--- src/rtl/linebuf_pkg.sv ---
// Shared definitions for the timing pattern generator: FSM states,
// pattern-select codes and default field widths.
package linebuf_pkg;

   typedef enum logic {
      StIdle = 1'b0,
      StRun  = 1'b1
   } tpg_state_e;

   localparam logic [1:0] PatHorRamp = 2'b00;
   localparam logic [1:0] PatVerRamp = 2'b01;
   localparam logic [1:0] PatCount   = 2'b10;
   localparam logic [1:0] PatCheck   = 2'b11;

   localparam int unsigned DefVerWidth = 6;
   localparam int unsigned DefHorWidth = 6;
   localparam int unsigned DefRgbWidth = 10;

endpackage

--- src/rtl/tpg_counter.sv ---
// Wrapping up-counter: counts 0..term_i, wraps to 0, synchronous clear.
module tpg_counter #(
   parameter int unsigned Width = 8
) (
   input  logic             clk,
   input  logic             rstn,
   input  logic             clr_i,
   input  logic             en_i,
   input  logic [Width-1:0] term_i,
   output logic [Width-1:0] cnt_o,
   output logic             wrap_o
);

   logic [Width-1:0] cnt_q, cnt_d;

   assign wrap_o = en_i && (cnt_q == term_i);
   assign cnt_o  = cnt_q;

   always_comb begin
      cnt_d = cnt_q;
      if (clr_i) begin
         cnt_d = '0;
      end else if (en_i) begin
         cnt_d = wrap_o ? '0 : cnt_q + Width'(1);
      end
   end

   always_ff @(posedge clk or negedge rstn) begin
      if (!rstn) begin
         cnt_q <= '0;
      end else begin
         cnt_q <= cnt_d;
      end
   end

endmodule

--- src/rtl/timing_pattern_gen.sv ---
// Video timing generator with built-in test patterns; timing fields and
// pattern select are sampled only at frame start, outputs are registered.
module timing_pattern_gen
   import linebuf_pkg::*;
#(
   parameter int unsigned VER_WIDTH = DefVerWidth,
   parameter int unsigned HOR_WIDTH = DefHorWidth,
   parameter int unsigned RGB_WIDTH = DefRgbWidth
) (
   input  logic                 clk,
   input  logic                 rstn,
   input  logic                 i_en,
   input  logic [VER_WIDTH-1:0] i_vsw,
   input  logic [VER_WIDTH-1:0] i_vbp,
   input  logic [VER_WIDTH-1:0] i_vact,
   input  logic [VER_WIDTH-1:0] i_vfp,
   input  logic [HOR_WIDTH-1:0] i_hsw,
   input  logic [HOR_WIDTH-1:0] i_hbp,
   input  logic [HOR_WIDTH-1:0] i_hact,
   input  logic [HOR_WIDTH-1:0] i_hfp,
   input  logic [1:0]           i_pat_sel,
   output logic                 o_vsync,
   output logic                 o_hsync,
   output logic                 o_de,
   output logic [RGB_WIDTH-1:0] o_r_data,
   output logic [RGB_WIDTH-1:0] o_g_data,
   output logic [RGB_WIDTH-1:0] o_b_data
);

   localparam int unsigned HW = HOR_WIDTH + 2;
   localparam int unsigned VW = VER_WIDTH + 2;
   localparam int unsigned CW = HOR_WIDTH + VER_WIDTH;
   localparam int unsigned PW = 4 * HOR_WIDTH + 4 * VER_WIDTH + 2;

   tpg_state_e           state_q, state_d;
   logic [PW-1:0]        par_q, par_d, par_in;
   logic [CW-1:0]        pix_cnt_q, pix_cnt_d;
   logic                 hsync_q, hsync_d, vsync_q, vsync_d, de_q, de_d;
   logic [RGB_WIDTH-1:0] data_q, data_d;

   logic [1:0]           pat_l;
   logic [HOR_WIDTH-1:0] hsw_l, hbp_l, hact_l, hfp_l;
   logic [VER_WIDTH-1:0] vsw_l, vbp_l, vact_l, vfp_l;
   logic [HW-1:0]        htot_in, htot_l, hcnt, h_lo, h_hi;
   logic [VW-1:0]        vtot_in, vtot_l, vcnt, v_lo, v_hi;
   logic                 run, start_ok, h_wrap, frame_end, h_in, v_in;
   logic [HOR_WIDTH-1:0] x;
   logic [VER_WIDTH-1:0] y;

   // All timing fields plus pattern select travel as one latched word.
   assign par_in = {i_pat_sel, i_vsw, i_vbp, i_vact, i_vfp, i_hsw, i_hbp, i_hact, i_hfp};
   assign {pat_l, vsw_l, vbp_l, vact_l, vfp_l, hsw_l, hbp_l, hact_l, hfp_l} = par_q;

   assign htot_in  = HW'(i_hsw) + HW'(i_hbp) + HW'(i_hact) + HW'(i_hfp);
   assign vtot_in  = VW'(i_vsw) + VW'(i_vbp) + VW'(i_vact) + VW'(i_vfp);
   assign htot_l   = HW'(hsw_l) + HW'(hbp_l) + HW'(hact_l) + HW'(hfp_l);
   assign vtot_l   = VW'(vsw_l) + VW'(vbp_l) + VW'(vact_l) + VW'(vfp_l);
   assign start_ok = i_en && (htot_in != '0) && (vtot_in != '0);
   assign run      = (state_q == StRun);

   tpg_counter #(.Width(HW)) u_hcnt (
      .clk    (clk),
      .rstn   (rstn),
      .clr_i  (!run),
      .en_i   (run),
      .term_i (htot_l - HW'(1)),
      .cnt_o  (hcnt),
      .wrap_o (h_wrap)
   );

   tpg_counter #(.Width(VW)) u_vcnt (
      .clk    (clk),
      .rstn   (rstn),
      .clr_i  (!run),
      .en_i   (run && h_wrap),
      .term_i (vtot_l - VW'(1)),
      .cnt_o  (vcnt),
      .wrap_o (frame_end)
   );

   assign h_lo = HW'(hsw_l) + HW'(hbp_l);
   assign h_hi = h_lo + HW'(hact_l);
   assign v_lo = VW'(vsw_l) + VW'(vbp_l);
   assign v_hi = v_lo + VW'(vact_l);
   assign h_in = (hcnt >= h_lo) && (hcnt < h_hi);
   assign v_in = (vcnt >= v_lo) && (vcnt < v_hi);
   assign x    = HOR_WIDTH'(hcnt - h_lo);
   assign y    = VER_WIDTH'(vcnt - v_lo);

   always_comb begin
      state_d = state_q;
      par_d   = par_q;
      case (state_q)
         StIdle: begin
            if (start_ok) begin
               state_d = StRun;
               par_d   = par_in;
            end
         end
         StRun: begin
            if (frame_end) begin
               if (start_ok) par_d = par_in;
               else          state_d = StIdle;
            end
         end
         default: state_d = StIdle;
      endcase
   end

   always_comb begin
      hsync_d   = 1'b0;
      vsync_d   = 1'b0;
      de_d      = 1'b0;
      data_d    = '0;
      pix_cnt_d = '0;
      if (run) begin
         hsync_d = hcnt < HW'(hsw_l);
         vsync_d = vcnt < VW'(vsw_l);
         de_d    = h_in && v_in;
         if (!frame_end) pix_cnt_d = pix_cnt_q + CW'(de_d);
         if (de_d) begin
            case (pat_l)
               PatHorRamp: data_d = RGB_WIDTH'(x);
               PatVerRamp: data_d = RGB_WIDTH'(y);
               PatCount:   data_d = RGB_WIDTH'(pix_cnt_q);
               default:    data_d = (x[0] ^ y[0]) ? '1 : '0;
            endcase
         end
      end
   end

   always_ff @(posedge clk or negedge rstn) begin
      if (!rstn) begin
         state_q   <= StIdle;
         par_q     <= '0;
         pix_cnt_q <= '0;
         hsync_q   <= 1'b0;
         vsync_q   <= 1'b0;
         de_q      <= 1'b0;
         data_q    <= '0;
      end else begin
         state_q   <= state_d;
         par_q     <= par_d;
         pix_cnt_q <= pix_cnt_d;
         hsync_q   <= hsync_d;
         vsync_q   <= vsync_d;
         de_q      <= de_d;
         data_q    <= data_d;
      end
   end

   assign o_hsync  = hsync_q;
   assign o_vsync  = vsync_q;
   assign o_de     = de_q;
   assign o_r_data = data_q;
   assign o_g_data = data_q;
   assign o_b_data = data_q;

endmodule
--- config.mk ---
export PLATFORM = sky130hd
export DESIGN_NAME = timing_pattern_gen
export DESIGN_NICKNAME = d
export VERILOG_FILES = /design/src/rtl/linebuf_pkg.sv /design/src/rtl/tpg_counter.sv /design/src/rtl/timing_pattern_gen.sv
export SDC_FILE = /design/constraint.sdc
export NUM_CORES = 1
export LEC_CHECK = 0
export ABC_AREA = 1
export CAP_MARGIN = 20
export CORE_ASPECT_RATIO = 0.6
export CORE_UTILIZATION = 63
export CTS_CLUSTER_SIZE = 30
export DETAILED_ROUTE_END_ITERATION = 6
export PLACE_DENSITY = 0.95
export REMOVE_ABC_BUFFERS = 1
export SYNTH_ARGS = -nofsm -noshare
export SYNTH_HDL_FRONTEND = slang
export SYNTH_SLANG_ARGS = --single-unit
--- constraint.sdc ---
create_clock -name clk -period 7.7 [get_ports clk]
set_clock_uncertainty 0.05 [all_clocks]
set_input_delay 0.77 -clock clk [delete_from_list [all_inputs] [get_ports clk]]
set_output_delay 0.77 -clock clk [all_outputs]
set_load 0.02 [all_outputs]
* After elaboration in Yosys (flattened, before gate mapping)
Index checks and enable logic that the tools add are counted.
** Storage, ports and cells
- Register bits :: 92
- Output and inout bits :: 33
- Word-level logic and storage cells :: 73
** Cells by class
- Add/subtract/negate cells :: 19
- Order comparisons :: 6
- Equality and inequality tests :: 6
- Muxes and demuxes :: 20
- Bitwise logic cells :: 2
- Reductions and logical operators :: 11
** Operator list (number)
- $mux 50 :: 2
- $pmux 50 s2 :: 1
- $mux 8 :: 5
- $add 7x6->8 :: 4
- $add 8x6->8 :: 4
- $mux 10 :: 3
- $pmux 10 s3 :: 1
- $add 6x6->7 :: 4
- $mux 12 :: 2
- $add 8x1->8 const B :: 2
- $eq 8x8->1 :: 2
- $ge 8x7->1 :: 2
- $lt 8x6->1 :: 2
- $lt 8x8->1 :: 2
- $reduce_bool 8->1 :: 2
- $sub 8x1->8 const B :: 2
- $add 12x1->12 :: 1
- $sub 6x6->6 :: 2
- $logic_and 1x1->1 :: 8
- $mux 1 :: 5
- $ne 2x1->1 const B :: 2
- $eq 2x1->1 const B :: 1
- $eq 2x2->1 const B :: 1
- $logic_not 2->1 :: 1
- 3 further kinds :: 3

* Logic depth before layout (Yosys ltp)
- Word-level depth :: 11
- Depth in mapped cells :: 32

* Cells and area by module
Synthesis repeated with hierarchy kept, for this count alone.
** Unflattened totals
- Cells, all modules :: 1065
- Area total of the unflattened synthesis :: 8149.1 um^2
** By module, submodules not included
- timing_pattern_gen :: instances 1, cells each 853, area an instance 6840.3 um^2, seq. area each 1851.8 um^2
- tpg_counter :: instances 2, cells each 106, area an instance 654.4 um^2, seq. area each 200.2 um^2

* Least setup slack after synthesis
No wires, ideal clock.
- Path type :: register to register
- Start :: register par_q[14]
- End :: register par_q[49]
- Library setup time :: 0.117 ns
- Data arrival time :: 4.168 ns
- Slack :: 3.365 ns
- Stages on the path, launching flop included :: 30
- Path buffers :: 1
- Clock period less this slack :: 4.335 ns
- Cells stage by stage :: dfrtp_1 -> ha_1 -> a21oi_1 -> inv_1 -> a31oi_1 -> xor2_1 -> inv_1 -> ha_1 -> nand2_1 -> inv_1 -> nand3_1 -> nand3_1 -> or2_2 -> nand2_1 -> inv_1 -> or2_2 -> ha_1 -> nand2_1 -> or2_1 -> nand3_1 -> nand2_1 -> nand2_1 -> nand3_1 -> nand2_1 -> nand2_1 -> o21ai_2 -> nand2_2 -> buf_6 -> nand2_1 -> nand2_1
** Between the ends
- Longest elaborated chain between the ends :: 9
** RTL lines
- from (decl) :: line timing_pattern_gen.sv:36 : logic [PW-1:0] par_q, par_d, par_in;
- from (signal assigned) :: line timing_pattern_gen.sv:143 : par_q <= par_d;
- $add 6x6->7 :: line timing_pattern_gen.sv:56 : assign htot_l = HW'(hsw_l) + HW'(hbp_l) + HW'(hact_l) + HW'(hfp_l);
- $add 7x6->8 :: line timing_pattern_gen.sv:56
- $add 8x6->8 :: line timing_pattern_gen.sv:56
- $sub 8x1->8 :: line timing_pattern_gen.sv:66 : .term_i (htot_l - HW'(1)),
- $eq 8x8->1 :: line tpg_counter.sv:16 : assign wrap_o = en_i && (cnt_q == term_i);
- $logic_and 1x1->1 :: line tpg_counter.sv:16
- $logic_and 1x1->1 :: line timing_pattern_gen.sv:75 : .en_i (run && h_wrap),
- $logic_and 1x1->1 :: line tpg_counter.sv:16
- $ne 2x1->1 (no line)
No other way between the ends.
A chain may end at the register's enable or synchronous reset.

* Worst setup path in the final report
- Start :: register par_q[20]
- End :: register par_q[47]
Same word-level chain as after synthesis.

==> impl_results.html <==
<table>
<tr><th>Metric</th><th>Value</th></tr>
<tr><th colspan="2">Outcome</th></tr>
<tr><td>Run status</td><td>finished, violations left</td></tr>
<tr><td>Violated checks</td><td>design-rule violations</td></tr>
<tr><th colspan="2">Logic synthesis</th></tr>
<tr><td>Largest family of logic cells by synthesized area</td><td>simple AND/OR/NAND/NOR gates</td></tr>
<tr><td>XOR/XNOR share of the synthesized area</td><td>3.27%</td></tr>
<tr><td>Post-synth EDFFs</td><td>0</td></tr>
<tr><td>Synthesis-stage register bit count</td><td>90</td></tr>
<tr><td>Area share of the largest cell type after synthesis</td><td>28.0%</td></tr>
<tr><td>Dominant register cell in the synthesized netlist</td><td>sky130_fd_sc_hd__dfrtp_1</td></tr>
<tr><td>Sequential cell area fraction in the yosys report</td><td>28.0%</td></tr>
<tr><td>Post-synth top area cell</td><td>sky130_fd_sc_hd__dfrtp_1</td></tr>
<tr><td>Compound-Gate Fraction of Synth Area</td><td>6.90%</td></tr>
<tr><td>Synth top area cells</td><td>sky130_fd_sc_hd__dfrtp_1 28%, sky130_fd_sc_hd__ha_1 16%, sky130_fd_sc_hd__nand2_1 13%</td></tr>
<tr><td>Total of warnings raised by yosys</td><td>0</td></tr>
<tr><td>Area share of fa/ha/maj cells after synthesis</td><td>23.9%</td></tr>
<tr><td>Cell Area, Synth</td><td>8030 µm²</td></tr>
<tr><td>Post-Synthesis Cells</td><td>1049</td></tr>
<tr><td>Count of distinct cell types in the synthesized netlist</td><td>39</td></tr>
<tr><td>Mux share of post-synthesis cell area</td><td>0%</td></tr>
<tr><td>Average size of a mapped cell</td><td>7.66 µm²</td></tr>
<tr><td>Asr flop ratio synth</td><td>100%</td></tr>
<tr><td>Post-Synth Simple-Gate Area</td><td>27.0%</td></tr>
<tr><th colspan="2">Clock tree</th></tr>
<tr><td>H-tree levels</td><td>3</td></tr>
<tr><td>Clock tree from TritonCTS</td><td>yes</td></tr>
<tr><td>Post-CTS resize count</td><td>0</td></tr>
<tr><td>Clock root buffer</td><td>sky130_fd_sc_hd__clkbuf_16</td></tr>
<tr><td>Quantity of hold-fixing buffers added after cts</td><td>0</td></tr>
<tr><td>Clock latency reported for the late side of the worst-skew pair</td><td>0.36 ns</td></tr>
<tr><td>Clock buffer depth</td><td>2</td></tr>
<tr><td>Clock sink count</td><td>90</td></tr>
<tr><td>Clock-pin slew on the worst setup and hold paths</td><td>0.07 ns</td></tr>
<tr><td>CTS buffer count</td><td>9</td></tr>
<tr><td>Post-CTS setup-driven buffer insertion count</td><td>0</td></tr>
<tr><th colspan="2">Pwr</th></tr>
<tr><td>Final Total Pwr</td><td>1.09 mW</td></tr>
<tr><td>Peak supply drop</td><td>0.123 mV</td></tr>
<tr><td>Power density of the placed cells</td><td>119 nW/µm²</td></tr>
<tr><td>Cell leakage power</td><td>4.90 nW</td></tr>
<tr><th colspan="2">Drt</th></tr>
<tr><td>Total Wirelength</td><td>22.1 mm</td></tr>
<tr><td>First-pass detailed-route iteration total</td><td>7</td></tr>
<tr><td>Per-cell routed wire length</td><td>17.3 µm</td></tr>
<tr><td>Total via count after detailed routing</td><td>7577</td></tr>
<tr><td>Drc violations</td><td>6</td></tr>
<tr><td>Final ANT Viol Nets</td><td>0</td></tr>
<tr><td>Iteration-0 DRC Markers</td><td>791</td></tr>
<tr><td>Detailed-route vias per instance</td><td>5.94</td></tr>
<tr><th colspan="2">STA</th></tr>
<tr><td>Final critical path time including I/O delays and setup</td><td>5.64 ns</td></tr>
<tr><td>Final hold violations</td><td>0</td></tr>
<tr><td>Period Utilization, post-route</td><td>73.2%</td></tr>
<tr><td>F_max</td><td>177 MHz</td></tr>
<tr><td>Worst slew slack as a fraction of its limit</td><td>38.3%</td></tr>
<tr><td>Slew @ Worst Pin</td><td>0.922 ns</td></tr>
<tr><td>Endpoints failing setup</td><td>0</td></tr>
<tr><td>Max-slew violation total from the final report</td><td>0</td></tr>
<tr><td>Sum Neg Setup Slack</td><td>0 ns</td></tr>
<tr><td>Setup repair after global routing missed its margin</td><td>no</td></tr>
<tr><th colspan="2">Floorplanning</th></tr>
<tr><td>I/O Pins</td><td>86</td></tr>
<tr><td>FP Rows</td><td>31</td></tr>
<tr><td>Floorplan die height</td><td>89.5 µm</td></tr>
<tr><td>Initial core utilization</td><td>65.5%</td></tr>
<tr><td>Horizontal die dimension</td><td>148 µm</td></tr>
<tr><td>Die Outline Area</td><td>13200 µm²</td></tr>
<tr><td>Total core area</td><td>12300 µm²</td></tr>
<tr><th colspan="2">Finish</th></tr>
<tr><td>Leading cell type in the layout, fill and taps excluded</td><td>sky130_fd_sc_hd__nand2_1</td></tr>
<tr><td># nets final</td><td>1293</td></tr>
<tr><td>Final antenna diode count</td><td>0</td></tr>
<tr><td>Area added between synthesis and finish</td><td>14.2%</td></tr>
<tr><td>Layout cell share with drive strength beyond 1</td><td>3.15%</td></tr>
<tr><td>Most frequent cells in the layout</td><td>270 x sky130_fd_sc_hd__nand2_1, 152 x sky130_fd_sc_hd__inv_1, 102 x sky130_fd_sc_hd__ha_1, 101 x sky130_fd_sc_hd__nand3_1, 90 x sky130_fd_sc_hd__dfrtp_1</td></tr>
<tr><th colspan="2">GRT</th></tr>
<tr><td>Global routing usage summed across all routing layers</td><td>35.4%</td></tr>
<tr><td>Initial antenna violation count</td><td>0</td></tr>
<tr><td>Vias in the first global route</td><td>7120</td></tr>
<tr><td>Total grt overflow</td><td>0</td></tr>
<tr><td>Global-route wire length before repair</td><td>35.7 mm</td></tr>
<tr><td>Maximum number of pins on one net before global-route repair</td><td>62</td></tr>
<tr><th colspan="2">Worst setup path</th></tr>
<tr><td>Startpoint type of the worst setup path</td><td>flop</td></tr>
<tr><td>CP Data Required Time</td><td>7.89 ns</td></tr>
<tr><td>Worst reg-to-reg path cell count</td><td>26</td></tr>
<tr><td>Critical Path Sink Type</td><td>flop</td></tr>
<tr><td>Arrival time of the worst setup path</td><td>5.83 ns</td></tr>
<tr><td>Critical-path maximum fanout</td><td>50</td></tr>
<tr><td>Reg-to-reg slack, setup</td><td>2.06 ns</td></tr>
<tr><td>Critical Setup Path Class</td><td>reg -&gt; reg</td></tr>
<tr><td>Reg2reg end</td><td>par_q[47]</td></tr>
<tr><td>Beginning of the worst register-to-register path</td><td>par_q[20]</td></tr>
<tr><th colspan="2">Hold path</th></tr>
<tr><td>Worst min-delay path category</td><td>in -&gt; async</td></tr>
<tr><th colspan="2">Placed design</th></tr>
<tr><td>Post-DP HPWL</td><td>16.6 mm</td></tr>
<tr><td>Final weighted congestion of routability-driven global placement</td><td>1.02</td></tr>
<tr><td>Count of input and output buffers</td><td>85</td></tr>
<tr><th colspan="2">Run</th></tr>
<tr><td>Number of maximum-capacitance constraint violations</td><td>0</td></tr>
</table>
synthesized netlist by cell type (6+ instances only):
cell and count:
sky130_fd_sc_hd__buf_2 7, sky130_fd_sc_hd__dfrtp_1 90, sky130_fd_sc_hd__a31oi_1 6, sky130_fd_sc_hd__nand3_1 101
sky130_fd_sc_hd__clkbuf_1 10, sky130_fd_sc_hd__xnor2_1 8, sky130_fd_sc_hd__o21ai_0 26, sky130_fd_sc_hd__nand4_1 28
sky130_fd_sc_hd__xor2_1 22, sky130_fd_sc_hd__inv_1 152, sky130_fd_sc_hd__buf_4 20, sky130_fd_sc_hd__fa_1 32
sky130_fd_sc_hd__ha_1 102, sky130_fd_sc_hd__nor3_1 14, sky130_fd_sc_hd__o211ai_1 11, sky130_fd_sc_hd__a21oi_1 35
sky130_fd_sc_hd__nor2_1 61, sky130_fd_sc_hd__inv_2 7, sky130_fd_sc_hd__nand2_1 270
report_power, final:
group,leakage [nW],switching [mW],internal [mW]
sequential,1.24,0,0.472
clock,0.156,0.218,0.262
combinational,3.50,0.0756,0.0660
total,4.90,0.294,0.800
worst max-delay path, cell delays in order, from the launching register on:
cell                      delay [ns]
sky130_fd_sc_hd__dfrtp_1        0.42
sky130_fd_sc_hd__ha_1           0.37
sky130_fd_sc_hd__a21oi_1        0.21
sky130_fd_sc_hd__inv_1          0.08
sky130_fd_sc_hd__a31oi_1        0.27
sky130_fd_sc_hd__o21ai_0        0.13
sky130_fd_sc_hd__a21o_1         0.18
sky130_fd_sc_hd__xnor2_1        0.29
sky130_fd_sc_hd__inv_1          0.09
sky130_fd_sc_hd__ha_1           0.33
sky130_fd_sc_hd__or2_2          0.31
sky130_fd_sc_hd__nand2_1        0.07
sky130_fd_sc_hd__inv_1          0.07
sky130_fd_sc_hd__or2_2          0.30
sky130_fd_sc_hd__ha_1           0.35
sky130_fd_sc_hd__nand2_1        0.08
sky130_fd_sc_hd__or2_1          0.24
sky130_fd_sc_hd__nand3_1        0.07
sky130_fd_sc_hd__nand2_1        0.05
sky130_fd_sc_hd__nand2_1        0.09
sky130_fd_sc_hd__nand3_1        0.08
sky130_fd_sc_hd__nand2_1        0.09
sky130_fd_sc_hd__nand2_1        0.14
sky130_fd_sc_hd__o21ai_4        0.20
sky130_fd_sc_hd__nand2_2        0.54
sky130_fd_sc_hd__nand2_1        0.31
sky130_fd_sc_hd__nand2_1        0.08
registers in the layout, summed over array words and instances, names as in the netlist:
register	count
run	1
u_vcnt.cnt_o	8
par_q	50
o_hsync	1
o_b_data	10
pix_cnt_q	10
o_de	1
u_hcnt.cnt_o	8
o_vsync	1
metrics by stage:
step / instances / util [%] / setup slack, ns / instance area (µm²) / hold slack (ns)
2_1_floorplan: 1007 / - / 1.65 / 7750 / 0.392
3_3_place_gp: 1260 / 72.2 / 2.57 / 8850 / 0.410
3_5_place_dp: 1260 / 72.2 / 2.41 / 8850 / 0.419
4_1_cts: 1276 / 74.8 / 2.20 / 9170 / 0.344
5_1_grt: 1276 / 74.8 / 1.74 / 9170 / 0.362
6_report: 1276 / 74.8 / 2.06 / 9170 / 0.325
worst max path at each step:
stage / cells after the start / start / slack, ns / to
2_1_floorplan: 11 / i_vsw[1] / 1.65 / par_q[0]
3_3_place_gp: 13 / i_vact[1] / 2.57 / par_q[49]
3_5_place_dp: 28 / par_q[20] / 2.41 / par_q[44]
4_1_cts: 26 / par_q[20] / 2.20 / par_q[24]
5_1_grt: 28 / par_q[20] / 1.74 / par_q[47]
6_report: 26 / par_q[20] / 2.06 / par_q[47]
logic make-up (layout without fill, tap and decap cells):
family | after synthesis | after routing
AND/OR/NAND/NOR | 500 | 500
buffers and inverters | 201 | 263
adder cells (fa/ha/maj) | 134 | 134
AO/OA/AOI/OAI | 94 | 94
flip-flops | 90 | 90
XOR/XNOR | 30 | 30
routing by layer:
layer | wire [µm] | global-route usage [%]
met3 | 2770 | 8.93
met5 | 0 | 0
met2 | 9330 | 53.7
met4 | 506 | 10.8
met1 | 9450 | 50.2
cell type report:
cell class	instances	area, µm²
Sequential cell	90	2250
Clock inverter	7	90.1
Inverter	159	597
Clock buffer	9	225
Multi-Input combinational cell	758	4930
Tap cell	165	206
Timing Repair Buffer	88	871
Fill cell	865	3090
Power figures use the tool's default switching activity.
